### config.mk
export PLATFORM = sky130hd
export DESIGN_NAME = fifo_wptr_full
export DESIGN_NICKNAME = d
export VERILOG_FILES = /design/src/rtl/fifo_pkg.sv /design/src/rtl/fifo_sync_2ff.sv /design/src/rtl/fifo_wptr_full.sv
export SDC_FILE = /design/constraint.sdc
export NUM_CORES = 1
export LEC_CHECK = 0
export ABC_AREA = 1
export CORE_AREA = 10 10 61 63
export CTS_BUF_LIST = sky130_fd_sc_hd__clkbuf_2
export CTS_CLUSTER_DIAMETER = 80
export DETAILED_ROUTE_END_ITERATION = 10
export DIE_AREA = 0 0 71 73
export SLEW_MARGIN = 15
export SYNTH_ARGS = -nofsm -noshare
export SYNTH_HDL_FRONTEND = slang
export SYNTH_SLANG_ARGS = --single-unit
export TNS_END_PERCENT = 5
### constraint.sdc
create_clock -name wclk -period 2.55 [get_ports wclk]
set_clock_uncertainty 0.15 [all_clocks]
set_input_delay 0.255 -clock wclk [delete_from_list [all_inputs] [get_ports wclk]]
set_output_delay 0.255 -clock wclk [all_outputs]
set_load 0.01 [all_outputs]
### src/rtl/fifo_pkg.sv
// Shared pointer helpers for the async FIFO: Gray/binary conversion and the
// full/empty pointer compare used by both the write-side and read-side controls.
package fifo_pkg;

    localparam int unsigned ADDR_SIZE_DFLT = 4;
    localparam int unsigned DEPTH          = 1 << ADDR_SIZE_DFLT;

    // Functions work on a zero-extended 32-bit value, which makes them width-agnostic.
    localparam int unsigned PtrMaxW = 32;

    function automatic logic [PtrMaxW-1:0] bin2gray(input logic [PtrMaxW-1:0] b);
        return b ^ (b >> 1);
    endfunction

    function automatic logic [PtrMaxW-1:0] gray2bin(input logic [PtrMaxW-1:0] g);
        logic [PtrMaxW-1:0] b;
        b = '0;
        for (int i = 0; i < PtrMaxW; i++) begin
            b[i] = ^(g >> i);
        end
        return b;
    endfunction

    // Mask of the two pointer MSBs; full is "same pointer with both MSBs inverted".
    function automatic logic [PtrMaxW-1:0] full_mask(input int unsigned addr_size);
        return PtrMaxW'(3) << (addr_size - 1);
    endfunction

    // Full compare uses full_mask(); empty compare on the read side passes a zero mask.
    function automatic logic ptr_cmp(input logic [PtrMaxW-1:0] a,
                                     input logic [PtrMaxW-1:0] b,
                                     input logic [PtrMaxW-1:0] mask);
        return a == (b ^ mask);
    endfunction

endpackage

### src/rtl/fifo_sync_2ff.sv
// Two-flop synchroniser with synchronous active-high reset, for Gray pointers
// crossing between the FIFO clock domains.
module fifo_sync_2ff #(
    parameter int unsigned WIDTH = 5
) (
    input  logic             clk,
    input  logic             rst,
    input  logic [WIDTH-1:0] d,
    output logic [WIDTH-1:0] q
);

    logic [WIDTH-1:0] meta_q;
    logic [WIDTH-1:0] sync_q;

    always_ff @(posedge clk) begin
        if (rst) begin
            meta_q <= '0;
            sync_q <= '0;
        end else begin
            meta_q <= d;
            sync_q <= meta_q;
        end
    end

    assign q = sync_q;

endmodule

### src/rtl/fifo_wptr_full.sv
// Async FIFO write-side control: write pointer, memory write strobe and full flag.
// Optional occupancy/almost-full outputs are built when FIFO_WLEVEL_EN is defined.
module fifo_wptr_full
    import fifo_pkg::*;
#(
    parameter int unsigned ADDR_SIZE = 4
`ifdef FIFO_WLEVEL_EN
    ,
    parameter int unsigned AFULL_MARGIN = 2
`endif
) (
    input  logic                 wclk,
    input  logic                 wrst,
    input  logic                 winc,
    input  logic [ADDR_SIZE:0]   rptr,
    output logic [ADDR_SIZE-1:0] waddr,
    output logic                 wclk_en,
    output logic                 wfull,
    output logic [ADDR_SIZE:0]   wptr
`ifdef FIFO_WLEVEL_EN
    ,
    output logic [ADDR_SIZE:0]   wlevel,
    output logic                 walmost_full
`endif
);

    localparam int unsigned PtrW = ADDR_SIZE + 1;

    logic [PtrW-1:0] wbin_q, wbin_d;
    logic [PtrW-1:0] wptr_q, wptr_d;
    logic            wfull_q, wfull_d;
    logic [PtrW-1:0] rq2;

    fifo_sync_2ff #(
        .WIDTH(PtrW)
    ) u_rptr_sync (
        .clk(wclk),
        .rst(wrst),
        .d  (rptr),
        .q  (rq2)
    );

    always_comb begin
        wclk_en = winc & ~wfull_q;
        wbin_d  = wbin_q + {{ADDR_SIZE{1'b0}}, wclk_en};
        wptr_d  = PtrW'(bin2gray(PtrMaxW'(wbin_d)));
        // Compare against the next pointer so full asserts on the filling write's edge.
        wfull_d = ptr_cmp(PtrMaxW'(wptr_d), PtrMaxW'(rq2), full_mask(ADDR_SIZE));
    end

    always_ff @(posedge wclk) begin
        if (wrst) begin
            wbin_q  <= '0;
            wptr_q  <= '0;
            wfull_q <= 1'b0;
        end else begin
            wbin_q  <= wbin_d;
            wptr_q  <= wptr_d;
            wfull_q <= wfull_d;
        end
    end

    assign waddr = wbin_q[ADDR_SIZE-1:0];
    assign wfull = wfull_q;
    assign wptr  = wptr_q;

`ifdef FIFO_WLEVEL_EN
    localparam int unsigned Depth = 1 << ADDR_SIZE;

    logic [PtrW-1:0] rbin_s;
    logic [PtrW-1:0] wlevel_q, wlevel_d;
    logic            walmost_q, walmost_d;

    always_comb begin
        rbin_s    = PtrW'(gray2bin(PtrMaxW'(rq2)));
        wlevel_d  = wbin_d - rbin_s;
        walmost_d = (Depth - 32'(wlevel_d)) <= AFULL_MARGIN;
    end

    always_ff @(posedge wclk) begin
        if (wrst) begin
            wlevel_q  <= '0;
            walmost_q <= 1'b0;
        end else begin
            wlevel_q  <= wlevel_d;
            walmost_q <= walmost_d;
        end
    end

    assign wlevel       = wlevel_q;
    assign walmost_full = walmost_q;
`endif

endmodule

* Word level (Yosys, flattened, before mapping) *
Cells that the tools add are included.

operators by class
  bitwise logic cells = 4
  equality and inequality tests = 1
  add/subtract/negate cells = 1

operators with widths
  operator                                      number
  5-bit by 1-bit adder with 5-bit output        1
  5-bit == test                                 1
  5-bit by 4-bit bitwise XOR with 5-bit output  1
  2-bit inverter                                1
  1-bit AND                                     1
  1-bit inverter                                1

storage, ports and cells
  flip-flop bits (word level) = 21
  input port bits = 8
  output and inout bits = 11

* Longest topological paths before layout *
Gate-level depths: netlist (run 1).

  depth after elaboration = 5
  depth in mapped cells = 14
  mapped depth without buffers = 14

* Modules after synthesis *
Synthesis (run 1) repeated with hierarchy kept, for this count alone.

second synthesis, totals
  cell total of the unflattened synthesis = 114
  area total of the unflattened synthesis = 842.1 µm²

by module, submodules not included
  module          times used  seq. area each (µm²)  area an instance (µm²)  cells each
  fifo_wptr_full  1           200.2                 555.5                   83
  fifo_sync_2ff   1           200.2                 286.5                   31

* Worst setup path before layout (run 1) *
Ideal clock, no wire load.

  kind = register to register
  from = register wfull_q (netlist: wfull)
  to = register wfull_q (netlist: wfull)
  setup time = 110 ps
  arrival time = 1685 ps
  clock period less this slack = 1946 ps
  slack = 604 ps
  stages on the path, launching flop included = 12
  required time = 2290 ps
  path buffers = 0
  path through = dfxtp_1 > nor2_1 > ha_1 > ha_1 > inv_1 > nand2_1 > a21oi_1 > nor2_4 > nand2_1 > nor2_1 > nand2_1 > nor2_2

on the way
  cells in the longest elaborated chain, start to end = 5

ends and longest elaborated chain
  element                                       line                  text
  start: declaration                            fifo_wptr_full.sv:31  logic wfull_q, wfull_d;
  start signal: assignment                      fifo_wptr_full.sv:59  wfull_q <= wfull_d;
  1-bit inverter                                fifo_wptr_full.sv:44  wclk_en = winc & ~wfull_q;
  1-bit AND                                     fifo_wptr_full.sv:44
  net wclk_en                                   fifo_wptr_full.sv:17  output logic wclk_en,
  5-bit by 1-bit adder with 5-bit output        fifo_wptr_full.sv:45  wbin_d = wbin_q + {{ADDR_SIZE{1'b0}}, wclk_en};
  net wbin_d[1]                                 fifo_wptr_full.sv:29  logic [PtrW-1:0] wbin_q, wbin_d;
  5-bit by 4-bit bitwise XOR with 5-bit output  fifo_pkg.sv:12        return b ^ (b >> 1);
  5-bit == test                                 fifo_pkg.sv:33        return a == (b ^ mask);

The timed path passes the listed nets, and every way through them passes these cells.
A chain may end at the register's enable or synchronous reset.

* Worst setup path after layout (run 1) *
  from = input winc
  to = register wfull_q (netlist: wfull)

on the way
  cells in the longest elaborated chain, start to end = 4

ends and longest elaborated chain
  element                                       line                  text
  start: declaration                            fifo_wptr_full.sv:14  input logic winc,
  1-bit AND                                     fifo_wptr_full.sv:44
  5-bit by 1-bit adder with 5-bit output        fifo_wptr_full.sv:45
  net wbin_d[1]                                 fifo_wptr_full.sv:29
  5-bit by 4-bit bitwise XOR with 5-bit output  fifo_pkg.sv:12
  5-bit == test                                 fifo_pkg.sv:33

The timed path passes the listed nets, and every way through them passes these cells.

==> summary.md, run 1 <==
| Metric | Value |
|---|---|
| Die W | 71 um |
| GRT Overall Usage | 6.32% |
| Crit path largest cell delay | 0.45 ns |
| Met3 Routed Length | 79 um |
| Slew HR | 79.0% |
| Max Slew Vio Count | 0 |
| Layout area overhead | 26.7% |
| Net load switching power | 139 uW |
| Power Density | 510 mW/mm^2 |
| Hold_buf cts | 0 |
| Synth area leaders | dfxtp_1, nand2_1, inv_1 |
| Fraction of layout cells with a size suffix above 1 | 10.4% |
| Metal1 wirelength | 659 um |
| Xor and xnor area share after synthesis | 0% |
| # diodes | 0 |
| Dpl cell area | 0.00105 mm^2 |
| Worst path slowest cell | clkdlybuf4s50_1 |
| Power share of the clock group | 22.6% |
| Syn avg cell area | 7.33 um^2 |
| Grt ovf | 0 |
| Final net count | 146 |
| CP cell instances | clkdlybuf4s50_1 > inv_1 > nor2_1 > ha_1 > ha_1 > inv_1 > nand2_1 > nand3_1 > nand2_1 > nor2_4 > nand2_1 > nor2_1 > nand2_1 > nor2_2 |
| Mux share of post-synthesis cell area | 0% |
| Via count | 692 |
| Largest family of logic cells by synthesized area | simple AND/OR/NAND/NOR gates |
| DRT antenna net count | 0 |
| Count leader, synth | nand2_1 |
| Crit start category | primary input |
| Yosys warning count | 0 |
| Cell area after layout | 0.00107 mm^2 |
| Initial Utilization | 32.2% |
| Worst Path Required | 2.65 ns |
| Logic pwr share | 15.8% |
| Clk Latency, worst-skew pair | 0.30 ns |
| Max Clk Rate | 488 MHz |
| Drt pass-1 iters | 5 |
| Gate Count Post-Synth | 115 |
| Unrepaired setup endpoints after global routing | no |
| First-pass GRT wire length | 2820 um |
| Uppermost routed layer | met4 |
| I/O Pins | 19 |
| # Post-CTS Setup Buffers | 0 |
| Number of flops mapped to enable cells by yosys | 0 |
| Adder-cell share of the synthesized area | 2.97% |
| DRC Markers | 0 |
| Worst Path Arrival | 2.15 ns |
| Fin Setup TNS | 0 ns |
| WL met2 | 798 um |
| Post-synth top cells | nand2_1, dfxtp_1, inv_1 |
| Crit path time final | 2.05 ns |
| CP Class | in2reg |
| Post-synth ARST share | 0% |
| Fin crit share | 80.4% |
| Status | complete, no violations |
| Syn Nets | 125 |
| Switching part of the total | 25.5% |
| Worst path buffer plus inverter count | 3 |
| Site Rows | 19 |
| Routability cong. | 0.791 |
| CP max FO | 4 |
| Worst slew pin tran | 0.315 ns |
| Peak VDD IR | 0.000326 V |
| Post-DP HPWL | 1230 um |
| Compound-Gate Fraction of Synth Area | 2.37% |
| Crit-path most repeated cell | nand2_1 |
| Die Area | 0.00518 mm^2 |
| CORE AREA | 0.00262 mm^2 |
| Nature of the critical path endpoint | flop |
| Vias in the first global route | 709 |
| Clock slew at reported path FFs | 0.18 ns |
| Routed WL per cell | 9.33 um |
| Share of the synthesized area in the top cell type | 47.5% |
| 1st-iter DRT viols | 16 |
| Sequential Power Share | 61.5% |
| Final setup violation count | 0 |
| Kind of cell adding the most delay to the critical path | simple AND/OR/NAND/NOR gates |
| Clock sinks | 20 |
| Routed WL | 1550 um |
| Die Y | 73 um |
| Post-synthesis simple-gate area fraction | 35.0% |
| Area leader, netlist | dfxtp_1 |
| Reg2Reg Setup Slack | 0.58 ns |
| # port buffers | 18 |
| Via density per instance | 4.17 |
| Max Cap Viol | 0 |
| CTS resizes | 0 |
| Longest Clk Path Bufs | 2 |
| Clock root buffer master | clkbuf_2 |
| H-tree depth | 1 |
| Initial antenna violation count | 0 |
| Num CTS Buffers | 3 |
| Leak pwr | 0.000493 uW |
| Pint | 406 uW |
| Sequential-to-total area share from yosys stat | 47.5% |
| FF+latch count, synth | 20 |
| Unique cell type count in the Yosys netlist | 18 |
| Hold WC Path Type | reg2reg |
| Ys flop type | dfxtp_1 |
| Post-Route Utilization | 40.9% |
| Hold Fails Final Rpt | 0 |
| CTS tree | done |
| Synthesized area | 843 um^2 |
| Largest net degree at the start of global routing | 20 |
registers in the layout, summed over array words and instances, names as in the netlist:
name                flops
u_rptr_sync.meta_q      5
u_rptr_sync.q           5
wbin_q                  5
wptr                    4
wfull                   1
cell usage in the layout (no fill, tap or decap):
| cell type | instances |
|---|---|
| ha_1 | 2 |
| nor2_4 | 1 |
| clkbuf_2 | 3 |
| buf_4 | 1 |
| clkinv_1 | 1 |
| inv_2 | 2 |
| nand2_1 | 25 |
| nand2_2 | 5 |
| and3_1 | 1 |
| a21oi_1 | 4 |
| inv_1 | 20 |
| clkdlybuf4s50_1 | 18 |
| nor2_2 | 1 |
| nand3_2 | 1 |
| nand3b_1 | 1 |
| dfxtp_1 | 20 |
| nor2_1 | 17 |
| nand3_1 | 8 |
| nand4_1 | 4 |
power by group through the flow:
stage	clock network (uW)	logic, uW	registers, uW
6_report	123	86.3	335
4_1_cts	130	87.6	336
2_1_floorplan	0	47.9	345
5_1_grt	145	98.3	338
3_5_place_dp	0	87.3	342
3_3_place_gp	0	85.9	341
layer usage:
metal  up-vias  GRT usage, %
li1        387             -
met1       293          5.94
met2        10          12.1
met3         2          1.90
met4         0          3.23
met5         -             0
worst reg2reg max path, delay by kind of cell, from the launching register on:
kind | cells | cell delay [ns]
simple gates | 9 | 0.78
fa+ha+maj | 2 | 0.54
buf+inv | 1 | 0.11
flops | 1 | 0.35
per-stage QoR:
stage                     worst slack [ns]  power (uW)  std cells  hold WS (ns)
after floorplan                      0.604         393        115         0.212
after global placement               0.234         427        162         0.239
after global routing                 0.257         581        166         0.258
final                                0.500         545        166         0.265
after CTS                            0.500         553        166         0.267
after detailed placement             0.169         430        162         0.245
cell families after synthesis:
kind of cell / count (synthesis)
AND/OR/NAND/NOR: 64
buffers and inverters: 25
AO/OA/AOI/OAI: 4
adder cells (fa/ha/maj): 2
flip-flops: 20
cell type report:
type | count | area (um^2)
Clock buffer | 3 | 15.0
Clock inverter | 1 | 3.75
Fill cell | 292 | 1550
Inverter | 22 | 82.6
Multi-Input combinational cell | 70 | 340
Sequential cell | 20 | 400
Tap cell | 31 | 38.8
Timing Repair Buffer | 19 | 188
path summary, 6_finish.rpt:
kind                           end                   from  cells past startpoint
setup / recovery             wfull                   winc                     14
hold / removal    u_rptr_sync.q[3]  u_rptr_sync.meta_q[3]                      2
setup reg to reg             wfull                  wfull                     12
hold reg to reg   u_rptr_sync.q[3]  u_rptr_sync.meta_q[3]                      2
Power figures use the tool's default switching activity.
==> run 2: changes to the inputs <==
==> constraint.sdc (replaced) <==
create_clock -name wclk -period 1.68 [get_ports wclk]
set_clock_uncertainty 0.15 [all_clocks]
set_input_delay 0.168 -clock wclk [delete_from_list [all_inputs] [get_ports wclk]]
set_output_delay 0.168 -clock wclk [all_outputs]
set_load 0.01 [all_outputs]
==> summary.md, run 2 (synthesized netlist as in run 1, its figures left out) <==
| Metric | Value |
|---|---|
| Status | complete, no violations |
| Worst Path Arrival | 1.77 ns (-0.38 ns) |
| Via count | 736 (+6.4%) |
| Longest Clk Path Bufs | 2 (unchanged) |
| Grt ovf | 0 (unchanged) |
| Worst Slack Setup Final | 0.0269 ns (-0.473 ns) |
| Crit start category | flop |
| Max Clk Rate | 605 MHz |
| Worst Reg-to-Reg Cells | 13 (+1) |
| Clk Latency, worst-skew pair | 0.30 ns (about the same) |
| Reg2reg end | wfull |
| # port buffers | 18 (unchanged) |
| Num CTS Buffers | 3 (unchanged) |
| 1st-iter DRT viols | 33 (+17) |
| Crit path largest cell delay | 0.38 ns (-0.07 ns) |
| Power Density | 839 mW/mm^2 (+64%) |
| Hold worst-path end | u_rptr_sync.meta_q[3] |
| CTS tree | done |
| Drt pass-1 iters | 3 (-2) |
| Die W | 71 um (unchanged) |
| # diodes | 0 (unchanged) |
| Peak VDD IR | 0.000726 V (+120%) |
| CP cell instances | nor2_4 > ha_4 > ha_4 > inv_1 > nand2_2 > nand2_2 > nand2_2 > nand2_1 > nand2_1 > nand2_1 > nor2_1 > nand2_1 > nor2_2 |
| Hold WC Path Type | in2reg |
| Logic pwr share | 16.8% (+1.0 points) |
| Final setup violation count | 0 (unchanged) |
| Max Cap Viol | 0 (unchanged) |
| Commonest non-fill, non-tap cell in the layout | nand2_1 |
| Filler cell count | 275 (-5.8%) |
| Switching part of the total | 23.0% (-2.6 points) |
| Unrepaired setup endpoints after global routing | yes |
| Hold Fails Final Rpt | 0 (unchanged) |
| Pwr Total | 1030 uW (+89%) |
| Crit-path most repeated cell | nand2_1 |
| Via density per instance | 4.21 (+0.89%) |
| Hold Crit Start | rptr[3] |
| Pint | 794 uW (+96%) |
| Clock sinks | 20 (unchanged) |
| CORE AREA | 0.00262 mm^2 (unchanged) |
| Crit path time final | 1.65 ns |
| Register area | 410 um^2 (+2.5%) |
| Routed WL | 1650 um (+6.4%) |
| Place WS | -0.363 ns (-0.532 ns) |
| Hold_buf cts | 0 (unchanged) |
| Slew HR | 87.3% (+8.3 points) |
| Leak pwr | 0.000579 uW (+17%) |
| Hold WS | 0.196 ns (-0.0683 ns) |
| Layout area overhead | 45.7% |
| Worst Path Required | 1.79 ns (-0.86 ns) |
| Fin Setup TNS | 0 ns (unchanged) |
| Initial Utilization | 32.2% (unchanged) |
| Post-Route Utilization | 47.0% (+6.1 points) |
| CP Class | reg2reg |
| Nature of the critical path endpoint | flop |
| WHS Path Cells | 3 (+1) |
| Power share of the clock group | 34.0% (+11 points) |
| Worst slew pin tran | 0.191 ns (-0.124 ns) |
| Net load switching power | 237 uW (+70%) |
| Largest net degree at the start of global routing | 19 (-5.0%) |
| H-tree depth | 1 (unchanged) |
| GRT Overall Usage | 6.79% (+0.47 points) |
| Vias in the first global route | 729 (+2.8%) |
| Post-DP HPWL | 1310 um (+6.2%) |
| Routability cong. | 0.732 (-7.5%) |
| Reg2Reg Setup Slack | 0.03 ns (-0.55 ns) |
| Final net count | 155 (+6.2%) |
| Initial antenna violation count | 0 (unchanged) |
| Clock slew at reported path FFs | 0.19 ns (about the same) |
| Fraction of layout cells with a size suffix above 1 | 26.4% (+16 points) |
| Die Area | 0.00518 mm^2 (unchanged) |
| Site Rows | 19 (unchanged) |
| Routed WL per cell | 9.41 um (+0.92%) |
| Commonest cells after routing, fill and taps aside | nand2_1, inv_1, nor2_1, dfxtp_1, clkdlybuf4s50_1 |
| Clock root buffer master | clkbuf_2 |
| DRT antenna net count | 0 (unchanged) |
| Max Slew Vio Count | 0 (unchanged) |
| Sequential Power Share | 49.1% (-12 points) |
| Multi-input gate area | 394 um^2 (+16%) |
| RR Startpoint | wfull |
| I/O Pins | 19 (unchanged) |
| Fin crit share | 98.4% |
| DRC Markers | 0 (unchanged) |
| Worst path slowest cell | dfxtp_2 |
| First-pass GRT wire length | 2920 um (+3.7%) |
| # Post-CTS Setup Buffers | 0 (unchanged) |
| Die Y | 73 um (unchanged) |
| CP max FO | 5 (+1) |
## run 2: what timing repair did
item	in CTS	in global routing
resized for setup	6	8
pin swaps	0	3
endpoints found under the setup margin	5	3
## run 2: power by group through the flow
stage | registers, uW | clock network [uW] | logic [uW]
2_1_floorplan | 525 | 0 | 85.2
3_3_place_gp | 518 | 0 | 163
3_5_place_dp | 519 | 0 | 164
4_1_cts | 508 | 360 | 163
5_1_grt | 510 | 383 | 193
6_report | 506 | 351 | 173
## run 2: area by class of cell
class,instances,share of cell area (%)
inverter,22,6.92
timing repair buffer,28,20.8
clock buffer,3,1.22
clock inverter,1,2.44
sequential,20,33.4
multi-input combinational,70,32.1
tap,31,3.16
## run 2: routing by layer
layer,up-vias,part of all wire [%],global-route usage (%)
met5,-,0,0
met4,0,1.1,3.87
met1,319,44,7.24
met2,11,48,11.0
li1,404,-,-
met3,2,6.4,2.99
## run 2: how the worst max path moves through the flow
stage                     start  endpoint  slack, ns  depth (start not counted)
after global placement     winc     wfull      -0.34                         14
after global routing      wfull     wfull      -0.13                         11
after CTS                 wfull     wfull      -0.02                         12
final                     wfull     wfull       0.03                         13
after detailed placement   winc     wfull      -0.36                         14
after floorplan           wfull     wfull       0.02                         12
## run 2: critical path, delay by kind of cell (launching register included)
family,cells,cell delay (ns)
flip-flops,1,0.38
adder cells (fa/ha/maj),2,0.30
AND/OR/NAND/NOR,10,0.74
buffers and inverters,1,0.05
## run 2: per-stage QoR
stage | cell area, um^2 | cells
final | 1230 | 175
after global routing | 1230 | 175
after CTS | 1200 | 175
after detailed placement | 1150 | 171
after global placement | 1150 | 171
after floorplan | 881 | 115
